File: src/rtl/pc_gen_fq_pkg.sv
// Shared constants, helper functions and the next-pc select encoding for the PC generator.
package pc_gen_fq_pkg;

    localparam logic RstEnable = 1'b1;

    typedef enum logic [1:0] {
        PcHold     = 2'd0,
        PcSeq      = 2'd1,
        PcPred     = 2'd2,
        PcRedirect = 2'd3
    } pc_sel_e;

    // FQ entry layout: {pc, pred_taken, pred_target}
    function automatic int unsigned fq_entry_width(input int unsigned xlen);
        return 2 * xlen + 1;
    endfunction

    function automatic int unsigned fq_cnt_width(input int unsigned depth);
        return $clog2(depth) + 1;
    endfunction

endpackage

File: src/rtl/pc_gen_fq_if.sv
// Fetch-side bundle: redirect/predict inputs, I-cache request handshake and fetch-queue head.
interface pc_gen_fq_if #(
    parameter int unsigned XLEN     = 32,
    parameter int unsigned FQ_DEPTH = 4
);
    localparam int unsigned CntW = $clog2(FQ_DEPTH) + 1;

    logic            rdy;
    logic            redirect_valid;
    logic [XLEN-1:0] redirect_pc;
    logic            pred_valid;
    logic [XLEN-1:0] pred_target;
    logic            req_valid;
    logic [XLEN-1:0] req_pc;
    logic            req_ready;
    logic            fq_valid;
    logic [XLEN-1:0] fq_pc;
    logic            fq_pred_taken;
    logic [XLEN-1:0] fq_pred_target;
    logic            fq_pop;
    logic [CntW-1:0] fq_count;

    modport master (
        input  rdy, redirect_valid, redirect_pc, pred_valid, pred_target, req_ready, fq_pop,
        output req_valid, req_pc, fq_valid, fq_pc, fq_pred_taken, fq_pred_target, fq_count
    );

    modport slave (
        output rdy, redirect_valid, redirect_pc, pred_valid, pred_target, req_ready, fq_pop,
        input  req_valid, req_pc, fq_valid, fq_pc, fq_pred_taken, fq_pred_target, fq_count
    );

endinterface

File: src/rtl/pc_gen_fq_fifo.sv
// Synchronous FIFO holding in-flight fetch entries; flush empties it and wins over push/pop.
module pc_gen_fq_fifo
    import pc_gen_fq_pkg::*;
#(
    parameter int unsigned Width = 65,
    parameter int unsigned Depth = 4
) (
    input  logic                     clk,
    input  logic                     rst,
    input  logic                     flush_i,
    input  logic                     push_i,
    input  logic [Width-1:0]         wdata_i,
    input  logic                     pop_i,
    output logic [Width-1:0]         rdata_o,
    output logic [$clog2(Depth):0]   count_o
);
    localparam int unsigned PtrW = $clog2(Depth);
    localparam int unsigned CntW = PtrW + 1;

    logic [Width-1:0] mem_q [Depth];
    logic [PtrW-1:0]  rd_q, rd_d, wr_q, wr_d;
    logic [CntW-1:0]  cnt_q, cnt_d;
    logic             push_eff, pop_eff, full, empty;

    assign full     = (cnt_q == CntW'(Depth));
    assign empty    = (cnt_q == '0);
    assign pop_eff  = pop_i && !flush_i && !empty;
    assign push_eff = push_i && !flush_i && (!full || pop_eff);

    always_comb begin
        rd_d  = rd_q;
        wr_d  = wr_q;
        cnt_d = cnt_q;
        if (flush_i) begin
            rd_d  = '0;
            wr_d  = '0;
            cnt_d = '0;
        end else begin
            // Power-of-two depth: pointers wrap naturally
            if (pop_eff)  rd_d = rd_q + PtrW'(1);
            if (push_eff) wr_d = wr_q + PtrW'(1);
            cnt_d = cnt_q + CntW'(push_eff) - CntW'(pop_eff);
        end
    end

    always_ff @(posedge clk) begin
        if (rst == RstEnable) begin
            rd_q  <= '0;
            wr_q  <= '0;
            cnt_q <= '0;
        end else begin
            rd_q  <= rd_d;
            wr_q  <= wr_d;
            cnt_q <= cnt_d;
        end
    end

    always_ff @(posedge clk) begin
        if (push_eff) mem_q[wr_q] <= wdata_i;
    end

    assign rdata_o = mem_q[rd_q];
    assign count_o = cnt_q;

endmodule

File: src/rtl/pc_gen_fq.sv
// PC generator: owns the fetch pc, next-pc mux and I-cache handshake, and logs every issued
// fetch into the in-flight fetch queue read by decode.
module pc_gen_fq
    import pc_gen_fq_pkg::*;
#(
    parameter int unsigned    XLEN       = 32,
    parameter logic [XLEN-1:0] RESET_PC  = '0,
    parameter int unsigned    INST_BYTES = 4,
    parameter int unsigned    FQ_DEPTH   = 4
) (
    input  logic         clk,
    input  logic         rst,
    pc_gen_fq_if.master  bus
);
    localparam int unsigned EntryW = fq_entry_width(XLEN);
    localparam int unsigned CntW   = fq_cnt_width(FQ_DEPTH);

    function automatic logic [XLEN-1:0] align(input logic [XLEN-1:0] a);
        return a & ~(XLEN'(INST_BYTES - 1));
    endfunction

    logic [XLEN-1:0]   pc_q, pc_d;
    logic [CntW-1:0]   count;
    logic [EntryW-1:0] wdata, rdata;
    logic              active, redirect, has_room, fire, pop_eff, head_valid;
    pc_sel_e           pc_sel;

    // rdy low freezes every register: all state-changing strobes are qualified by active
    assign active     = !rst && bus.rdy;
    assign redirect   = active && bus.redirect_valid;
    assign has_room   = (count < CntW'(FQ_DEPTH));
    assign head_valid = active && (count != '0);

    assign bus.req_valid = active && !bus.redirect_valid && has_room;
    assign bus.req_pc    = pc_q;
    assign fire          = bus.req_valid && bus.req_ready;
    assign pop_eff       = head_valid && bus.fq_pop;

    assign wdata = {pc_q, bus.pred_valid, bus.pred_valid ? bus.pred_target : {XLEN{1'b0}}};

    always_comb begin
        pc_sel = PcHold;
        if (redirect)  pc_sel = PcRedirect;
        else if (fire) pc_sel = bus.pred_valid ? PcPred : PcSeq;
    end

    always_comb begin
        pc_d = pc_q;
        unique case (pc_sel)
            PcRedirect: pc_d = align(bus.redirect_pc);
            PcPred:     pc_d = align(bus.pred_target);
            PcSeq:      pc_d = pc_q + XLEN'(INST_BYTES);
            PcHold:     pc_d = pc_q;
            default:    pc_d = pc_q;
        endcase
    end

    always_ff @(posedge clk) begin
        if (rst == RstEnable) pc_q <= RESET_PC;
        else                  pc_q <= pc_d;
    end

    pc_gen_fq_fifo #(
        .Width (EntryW),
        .Depth (FQ_DEPTH)
    ) u_fifo (
        .clk     (clk),
        .rst     (rst),
        .flush_i (redirect),
        .push_i  (fire),
        .wdata_i (wdata),
        .pop_i   (pop_eff),
        .rdata_o (rdata),
        .count_o (count)
    );

    // Head fields read as zero whenever the head is not presentable
    assign bus.fq_valid       = head_valid;
    assign bus.fq_pc          = head_valid ? rdata[EntryW-1 -: XLEN] : '0;
    assign bus.fq_pred_taken  = head_valid ? rdata[XLEN] : 1'b0;
    assign bus.fq_pred_target = head_valid ? rdata[XLEN-1:0] : '0;
    assign bus.fq_count       = count;

endmodule

File: src/flat_wrapper.sv
// flat-port wrapper written by rule: the top's interface ports become plain ports
module pc_gen_fq_flat import pc_gen_fq_pkg::*;
#(
    parameter int unsigned    XLEN       = 32,
    parameter logic [XLEN-1:0] RESET_PC  = '0,
    parameter int unsigned    INST_BYTES = 4,
    parameter int unsigned    FQ_DEPTH   = 4
)
  (clk, rst, bus_rdy, bus_redirect_valid, bus_redirect_pc, bus_pred_valid, bus_pred_target, bus_req_ready, bus_fq_pop, bus_req_valid, bus_req_pc, bus_fq_valid, bus_fq_pc, bus_fq_pred_taken, bus_fq_pred_target, bus_fq_count);
  pc_gen_fq_if #(.XLEN(XLEN), .FQ_DEPTH(FQ_DEPTH)) bus_i ();
  input  logic clk;
  input  logic rst;
  input wire logic [$bits(bus_i.rdy)-1:0] bus_rdy;
  input wire logic [$bits(bus_i.redirect_valid)-1:0] bus_redirect_valid;
  input wire logic [$bits(bus_i.redirect_pc)-1:0] bus_redirect_pc;
  input wire logic [$bits(bus_i.pred_valid)-1:0] bus_pred_valid;
  input wire logic [$bits(bus_i.pred_target)-1:0] bus_pred_target;
  input wire logic [$bits(bus_i.req_ready)-1:0] bus_req_ready;
  input wire logic [$bits(bus_i.fq_pop)-1:0] bus_fq_pop;
  output wire logic [$bits(bus_i.req_valid)-1:0] bus_req_valid;
  output wire logic [$bits(bus_i.req_pc)-1:0] bus_req_pc;
  output wire logic [$bits(bus_i.fq_valid)-1:0] bus_fq_valid;
  output wire logic [$bits(bus_i.fq_pc)-1:0] bus_fq_pc;
  output wire logic [$bits(bus_i.fq_pred_taken)-1:0] bus_fq_pred_taken;
  output wire logic [$bits(bus_i.fq_pred_target)-1:0] bus_fq_pred_target;
  output wire logic [$bits(bus_i.fq_count)-1:0] bus_fq_count;
  assign bus_i.rdy = bus_rdy;
  assign bus_i.redirect_valid = bus_redirect_valid;
  assign bus_i.redirect_pc = bus_redirect_pc;
  assign bus_i.pred_valid = bus_pred_valid;
  assign bus_i.pred_target = bus_pred_target;
  assign bus_i.req_ready = bus_req_ready;
  assign bus_i.fq_pop = bus_fq_pop;
  assign bus_req_valid = bus_i.req_valid;
  assign bus_req_pc = bus_i.req_pc;
  assign bus_fq_valid = bus_i.fq_valid;
  assign bus_fq_pc = bus_i.fq_pc;
  assign bus_fq_pred_taken = bus_i.fq_pred_taken;
  assign bus_fq_pred_target = bus_i.fq_pred_target;
  assign bus_fq_count = bus_i.fq_count;
  pc_gen_fq #(.XLEN(XLEN), .RESET_PC(RESET_PC), .INST_BYTES(INST_BYTES), .FQ_DEPTH(FQ_DEPTH)) u_core (.clk(clk), .rst(rst), .bus(bus_i));
endmodule
File: config.mk
export PLATFORM = sky130hd
export DESIGN_NAME = pc_gen_fq_flat
export DESIGN_NICKNAME = d
export VERILOG_FILES = /design/src/rtl/pc_gen_fq_pkg.sv /design/src/rtl/pc_gen_fq_if.sv /design/src/rtl/pc_gen_fq_fifo.sv /design/src/rtl/pc_gen_fq.sv /design/src/flat_wrapper.sv
export SDC_FILE = /design/constraint.sdc
export NUM_CORES = 1
export LEC_CHECK = 0
export CORE_MARGIN = 1
export CORE_UTILIZATION = 55
export CTS_CLUSTER_DIAMETER = 80
export DETAILED_ROUTE_END_ITERATION = 8
export PLACE_DENSITY = 0.87
export SYNTH_ARGS = -nofsm -noshare
export SYNTH_HDL_FRONTEND = slang
export SYNTH_SLANG_ARGS = --single-unit
File: constraint.sdc
create_clock -name clk -period 8.7 [get_ports clk]
set_clock_uncertainty 0.1 [all_clocks]
set_input_delay 1.305 -clock clk [delete_from_list [all_inputs] [get_ports clk]]
set_output_delay 1.305 -clock clk [all_outputs]
set_load 0.03 [all_outputs]
Word level (Yosys, flattened, before mapping)
Memory sizes are Yosys's and may differ from the RTL's. A register that Yosys moved wholly into a read port is not among the register bits.
Index checks and enable logic that the tools add are counted.
Widths: inputs -> output; s select.

storage, ports and cells
  output and inout bits = 102
  register bits after elaboration = 39
  memories = 1
  bits in writable memories = 260
  bits of input ports = 71
  logic and storage cells = 48

cells by class
  reduce and logical (&&, ||, !) cells = 21
  eq/ne operators = 4
  multiplexer cells = 12
  add/subtract/negate cells = 5
  order comparisons = 1

memories
  name                 words  width  read ports  clocked after Yosys merged registers in  wr ports  line                  source
  u_core.u_fifo.mem_q  4      65     1           1                                        1         pc_gen_fq_fifo.sv:20  logic [Width-1:0] mem_q [Depth];

operators with widths
  cell                   count
  $mux 32                3
  $pmux 32 s3            1
  $add 32x3->32 const B  1
  $logic_and 1x1->1      11
  $mux 2                 5
  $logic_not 1->1        5
  $add 2x1->2 const B    2
  $eq 2x2->1 const B     2
  $add 3x1->3            1
  $eq 3x3->1 const B     1
  $logic_not 3->1        1
  $lt 3x3->1 const B     1
  $mux 1                 3
  $reduce_bool 3->1      1
  $sub 3x1->3            1
  $eq 2x1->1 const B     1
  $logic_not 2->1        1
  $reduce_or 2->1        1
  $logic_or 1x1->1       1

Depth between registers and ports, before layout
  depth after elaboration = 10
  mapped depth = 13
  mapped depth without buffers = 12

Modules after synthesis
Synthesis repeated with hierarchy kept, for this count alone.

second synthesis, totals
  cell total of the unflattened synthesis = 844
  area, all modules = 13135.1 um^2

modules (own cells, without submodules)
  module          times used  area an instance (um^2)  seq. area each (um^2)  cells each
  pc_gen_fq_fifo  1           9915.8                   7987.7                 389
  pc_gen_fq       1           3219.3                   600.6                  455

Least setup slack after synthesis
Ideal clock, no wire load.

  path kind = input-to-reg
  start = input port bus_rdy
  end = register u_core.pc_q[10], in the netlist u_core.bus.req_pc[10]
  path slack = 4072 ps
  cell stages on the path = 11
  data required time = 8468 ps
  library setup time = 132 ps
  buffers on the path = 2
  arrival time = 4397 ps
  cells stage by stage = nor2b_1 -> nor3b_1 -> and2_1 -> inv_1 -> o21a_1 -> ha_1 -> clkbuf_1 -> buf_1 -> nand2_1 -> a221oi_1 -> nor3_1

between the ends
  word-level cells in the longest chain between the ends = 8
  elaborated cells between the ends (all ways) = 12
  classes of those cells = eq/ne: 3; mux: 3; reduce/logical: 6

RTL lines
  item                                      line                source
  start: declaration                        flat_wrapper.sv:13  input wire logic [$bits(bus_i.rdy)-1:0] bus_rdy;
  $logic_and 1x1->1 *                       pc_gen_fq.sv:29     assign active = !rst && bus.rdy;
  $logic_and 1x1->1 * (2 in a row)          pc_gen_fq.sv:34     assign bus.req_valid = active && !bus.redirect_valid && has_room;
  named net bus_req_valid                   flat_wrapper.sv:20  output wire logic [$bits(bus_i.req_valid)-1:0] bus_req_valid;
  $logic_and 1x1->1 *                       pc_gen_fq.sv:36     assign fire = bus.req_valid && bus.req_ready;
  $mux 2 *                                  pc_gen_fq.sv:44     else if (fire) pc_sel = bus.pred_valid ? PcPred : PcSeq;
  $mux 2 *                                  pc_gen_fq.sv:43     if (redirect) pc_sel = PcRedirect;
  $eq 2x1->1 or $eq 2x2->1 (tied branches)  pc_gen_fq.sv:49     unique case (pc_sel)
  $pmux 32 s3                               pc_gen_fq.sv:49
  end signal: assignment                    pc_gen_fq.sv:60     else pc_q <= pc_d;
  end: declaration                          pc_gen_fq.sv:22     logic [XLEN-1:0] pc_q, pc_d;

The timed path passes the listed nets; every way through them passes the cells marked *.
A chain may end at the register's enable or synchronous reset.

Worst setup path after layout
  start = input port rst
  end = register u_core.pc_q[31], in the netlist u_core.bus.req_pc[31]

between the ends
  word-level cells in the longest chain between the ends = 9
  elaborated cells between the ends (all ways) = 13
  classes of those cells = eq/ne: 3; mux: 3; reduce/logical: 7

RTL lines
  item                                      line                source
  start: declaration                        flat_wrapper.sv:12  input logic rst;
  $logic_not 1->1                           pc_gen_fq.sv:29
  $logic_and 1x1->1                         pc_gen_fq.sv:29
  $logic_and 1x1->1 (2 in a row)            pc_gen_fq.sv:34
  $logic_and 1x1->1                         pc_gen_fq.sv:36
  $mux 2                                    pc_gen_fq.sv:44
  $mux 2                                    pc_gen_fq.sv:43
  $eq 2x1->1 or $eq 2x2->1 (tied branches)  pc_gen_fq.sv:49
  $pmux 32 s3                               pc_gen_fq.sv:49

Parallel ways exist; a longest one is shown, timed or not.

==> impl_metrics.env <==
export IMPL_outcome="finished, final reports clean"
export IMPL_grt_max_degree=67
export IMPL_synthArstFlopShare_pct=0
export IMPL_numPortBuffers=166
export IMPL_syn_cell_area_mm2=0.01270
export IMPL_core_area_mm2=0.02264
export IMPL_design_area_mm2=0.01528
export IMPL_worstMarginPinSlew_ns=1.333
export IMPL_routed_wl_um=31450
export IMPL_area_growth_syn_to_layout_pct=20.37
export IMPL_cts_hold_buf=0
export IMPL_crit_family="simple AND/OR/NAND/NOR gates"
export IMPL_slowest_delay_ns=0.85
export IMPL_path_cells="clkdlybuf4s50_1 > buf_4 > nor2b_1 > nor3b_1 > and2_1 > inv_1 > o21a_1 > inv_1 > ha_1 > nand2b_1 > or3_1 > or3_1 > a31oi_1"
export IMPL_finalHoldViolCount=0
export IMPL_crit_buf_inv=4
export IMPL_cts_buffer_depth=3
export IMPL_root_buffer="clkbuf_16"
export IMPL_syn_area_per_cell_um2=15.08
export IMPL_ys_ff_latch=291
export IMPL_yosysUniqueCellTypes=58
export IMPL_leakage_nw=4.958
export IMPL_startpoint="rst"
export IMPL_rows=55
export IMPL_final_cell_mix="252 x edfxtp_1, 166 x clkdlybuf4s50_1, 100 x and2_1, 63 x mux4_2, 39 x nor2_1"
export IMPL_place_hpwl_um=19020
export IMPL_start_kind="primary input"
export IMPL_clkTransAtPathRegs_ns=0.06
export IMPL_cp_max_fo=32
export IMPL_reg2reg_depth=10
export IMPL_grt_ovfl_total=0
export IMPL_tns_ns=0
export IMPL_reg2reg_slack_ns=4.37
export IMPL_seq_area_frac_synth_pct=65.74
export IMPL_endpoint="u_core.bus.req_pc[31]"
export IMPL_cts_tree="yes"
export IMPL_dpl_cell_area_mm2=0.01437
export IMPL_fin_crit_sh_pct=65.30
export IMPL_final_common_cell="edfxtp_1"
export IMPL_numCtsBuffers=28
export IMPL_die_y_um=153.9
export IMPL_post_cts_resized=0
export IMPL_path_class="primary input to register"
export IMPL_worst_ep_arrival_time_ns=6.04
export IMPL_rsz0062_at_grt="no"
export IMPL_viasPerCell=6.353
export IMPL_max_cap_viol_count=0
export IMPL_drive_gt1_share_pct=12.63
export IMPL_via_count=8113
export IMPL_post_route_util_pct=67.51
export IMPL_synthFlopType="edfxtp_1"
export IMPL_ys_warn_count=0
export IMPL_ios=173
export IMPL_period_needed_ns=5.681
export IMPL_wl_per_cell_um=24.63
export IMPL_power_density_mw_per_mm2=196.3
export IMPL_die_area_mm2=0.02370
export IMPL_postRouteAntennaNets=0
export IMPL_place_congestion=0.8617
export IMPL_stdcell_count=1277
export IMPL_r2r_end="u_core.bus.req_pc[31]"
export IMPL_synth_cells=842
export IMPL_ir_worst_vdd_v=0.0001706
export IMPL_chipWidth_um=153.9
export IMPL_hold_start="u_core.u_fifo.wr_q[1]"
export IMPL_synth_top_area_cell="edfxtp_1"
export IMPL_max_slew_margin_rel_pct=11.12
export IMPL_clock_sinks=291
export IMPL_antenna_found_initial=2
export IMPL_drt_pass1_iter_count=6
export IMPL_grt_pass1_vias=7795
export IMPL_crit_slowest_cell="ha_1"
export IMPL_grt_usage_pct=26.73
export IMPL_route_detailed_drc=0
export IMPL_postCtsSetupBuffers=0
export IMPL_final_nets=1050
export IMPL_clock_latency_ns=0.54
export IMPL_final_max_slew_violation_count=0
export IMPL_grt_pass1_wl_um=47160
export IMPL_drtIter0Drc=1223
export IMPL_setup_violations=0
export IMPL_crit_cells=13
export IMPL_max_freq_ghz=0.1760
export IMPL_start_util_pct=56.09
export IMPL_synth_edff_count=252
export IMPL_cts_htree_levels=1
export IMPL_r2r_start="u_core.u_fifo.count_o[2]"
export IMPL_dp_cells=1223
export IMPL_critPathCaptureType="register"
export IMPL_required_ns=9.06
export IMPL_hp_class="register to register"
export IMPL_yosysTopAreaCellShare_pct=59.59
export IMPL_synth_area_leaders="edfxtp_1 60%, mux4_2 11%, dfxtp_1 6.1%"
## flip-flops by register name (all words and copies together), names as in the netlist, named ones only
name and count:
u_core.bus.req_pc 30, u_core.u_fifo.wr_q 2, u_core.u_fifo.rd_q 2, u_core.u_fifo.mem_q 252, u_core.u_fifo.count_o 3
## worst min-delay path by stage
stage	depth (start not counted)	slack [ns]	to
final	2	0.40	u_core.u_fifo.wr_q[1]
after global routing	2	0.43	u_core.u_fifo.wr_q[1]
after CTS	2	0.40	u_core.u_fifo.wr_q[1]
after detailed placement	2	0.39	u_core.u_fifo.wr_q[1]
after global placement	2	0.39	u_core.u_fifo.wr_q[1]
after floorplan	2	0.37	u_core.u_fifo.wr_q[1]
## kinds of logic (layout without fill, tap and decap cells)
family                   count (synthesis)  count (layout)  share of synthesized area [%]
AO/OA/AOI/OAI                          112             112                          6.099
XOR/XNOR                                12              12                         0.8277
adder cells (fa/ha/maj)                 11              11                          1.143
buffers and inverters                  100             245                          3.981
flip-flops                             291             291                          65.74
multiplexers                            67              67                          11.49
other                                    1               6                        0.02953
AND/OR/NAND/NOR                        248             248                          10.69
## layer usage
metal	vias to the layer above	wire length, um	track usage [%]
li1	3474	-	-
met1	4033	11950	36.80
met2	531	15470	44.18
met3	75	3066	4.087
met4	0	967	8.429
met5	-	0	0
## worst reg2reg max path, delay by kind of cell (launching register included)
family | cells | cell delay [ns]
fa+ha+maj | 1 | 0.85
buf+inv | 2 | 0.17
flops | 1 | 0.34
simple gates | 5 | 2.38
compound gates | 2 | 0.40
## Yosys cell counts, drive strengths merged, types with 3 or more instances
| library cell | number |
|---|---|
| a22oi | 5 |
| a21oi | 29 |
| a221oi | 8 |
| nand2 | 34 |
| xor2 | 4 |
| o31a | 4 |
| ha | 10 |
| nand4 | 7 |
| buf | 44 |
| mux2i | 4 |
| edfxtp | 252 |
| nand3 | 12 |
| o22ai | 6 |
| o221ai | 5 |
| and3 | 12 |
| o21ai | 15 |
| inv | 16 |
| a31oi | 7 |
| mux4 | 63 |
| a221o | 4 |
| and2 | 100 |
| or3 | 6 |
| nor4 | 14 |
| clkbuf | 39 |
| xnor2 | 8 |
| a211oi | 4 |
| nor2 | 39 |
| a211o | 3 |
| nor3 | 16 |
| dfxtp | 39 |
## where the power goes
part	switching [mW]	internal, mW
logic	0.129	0.0941
registers	0.0373	1.54
clock network	0.504	0.697
## cell type report
cell class	instances	area (um2)
well taps	285	356.6
fillers	1472	7356
diodes	2	5.005
repair buffers	176	1737
clock buffers	35	748.2
flip-flops and latches	291	8353
inverters	17	63.81
clock inverters	17	158.9
multi-input cells	454	3862
## through the flow
step	hold WS (ns)	worst slack, ns	power (mW)
detailed placement	0.3873	2.623	1.822
global route	0.4331	2.747	3.076
floorplan	0.3692	4.072	1.728
finish	0.3961	3.019	3.001
CTS	0.3964	3.135	3.008
global placement	0.3888	2.824	1.815
(Power assumes the default switching activity.)
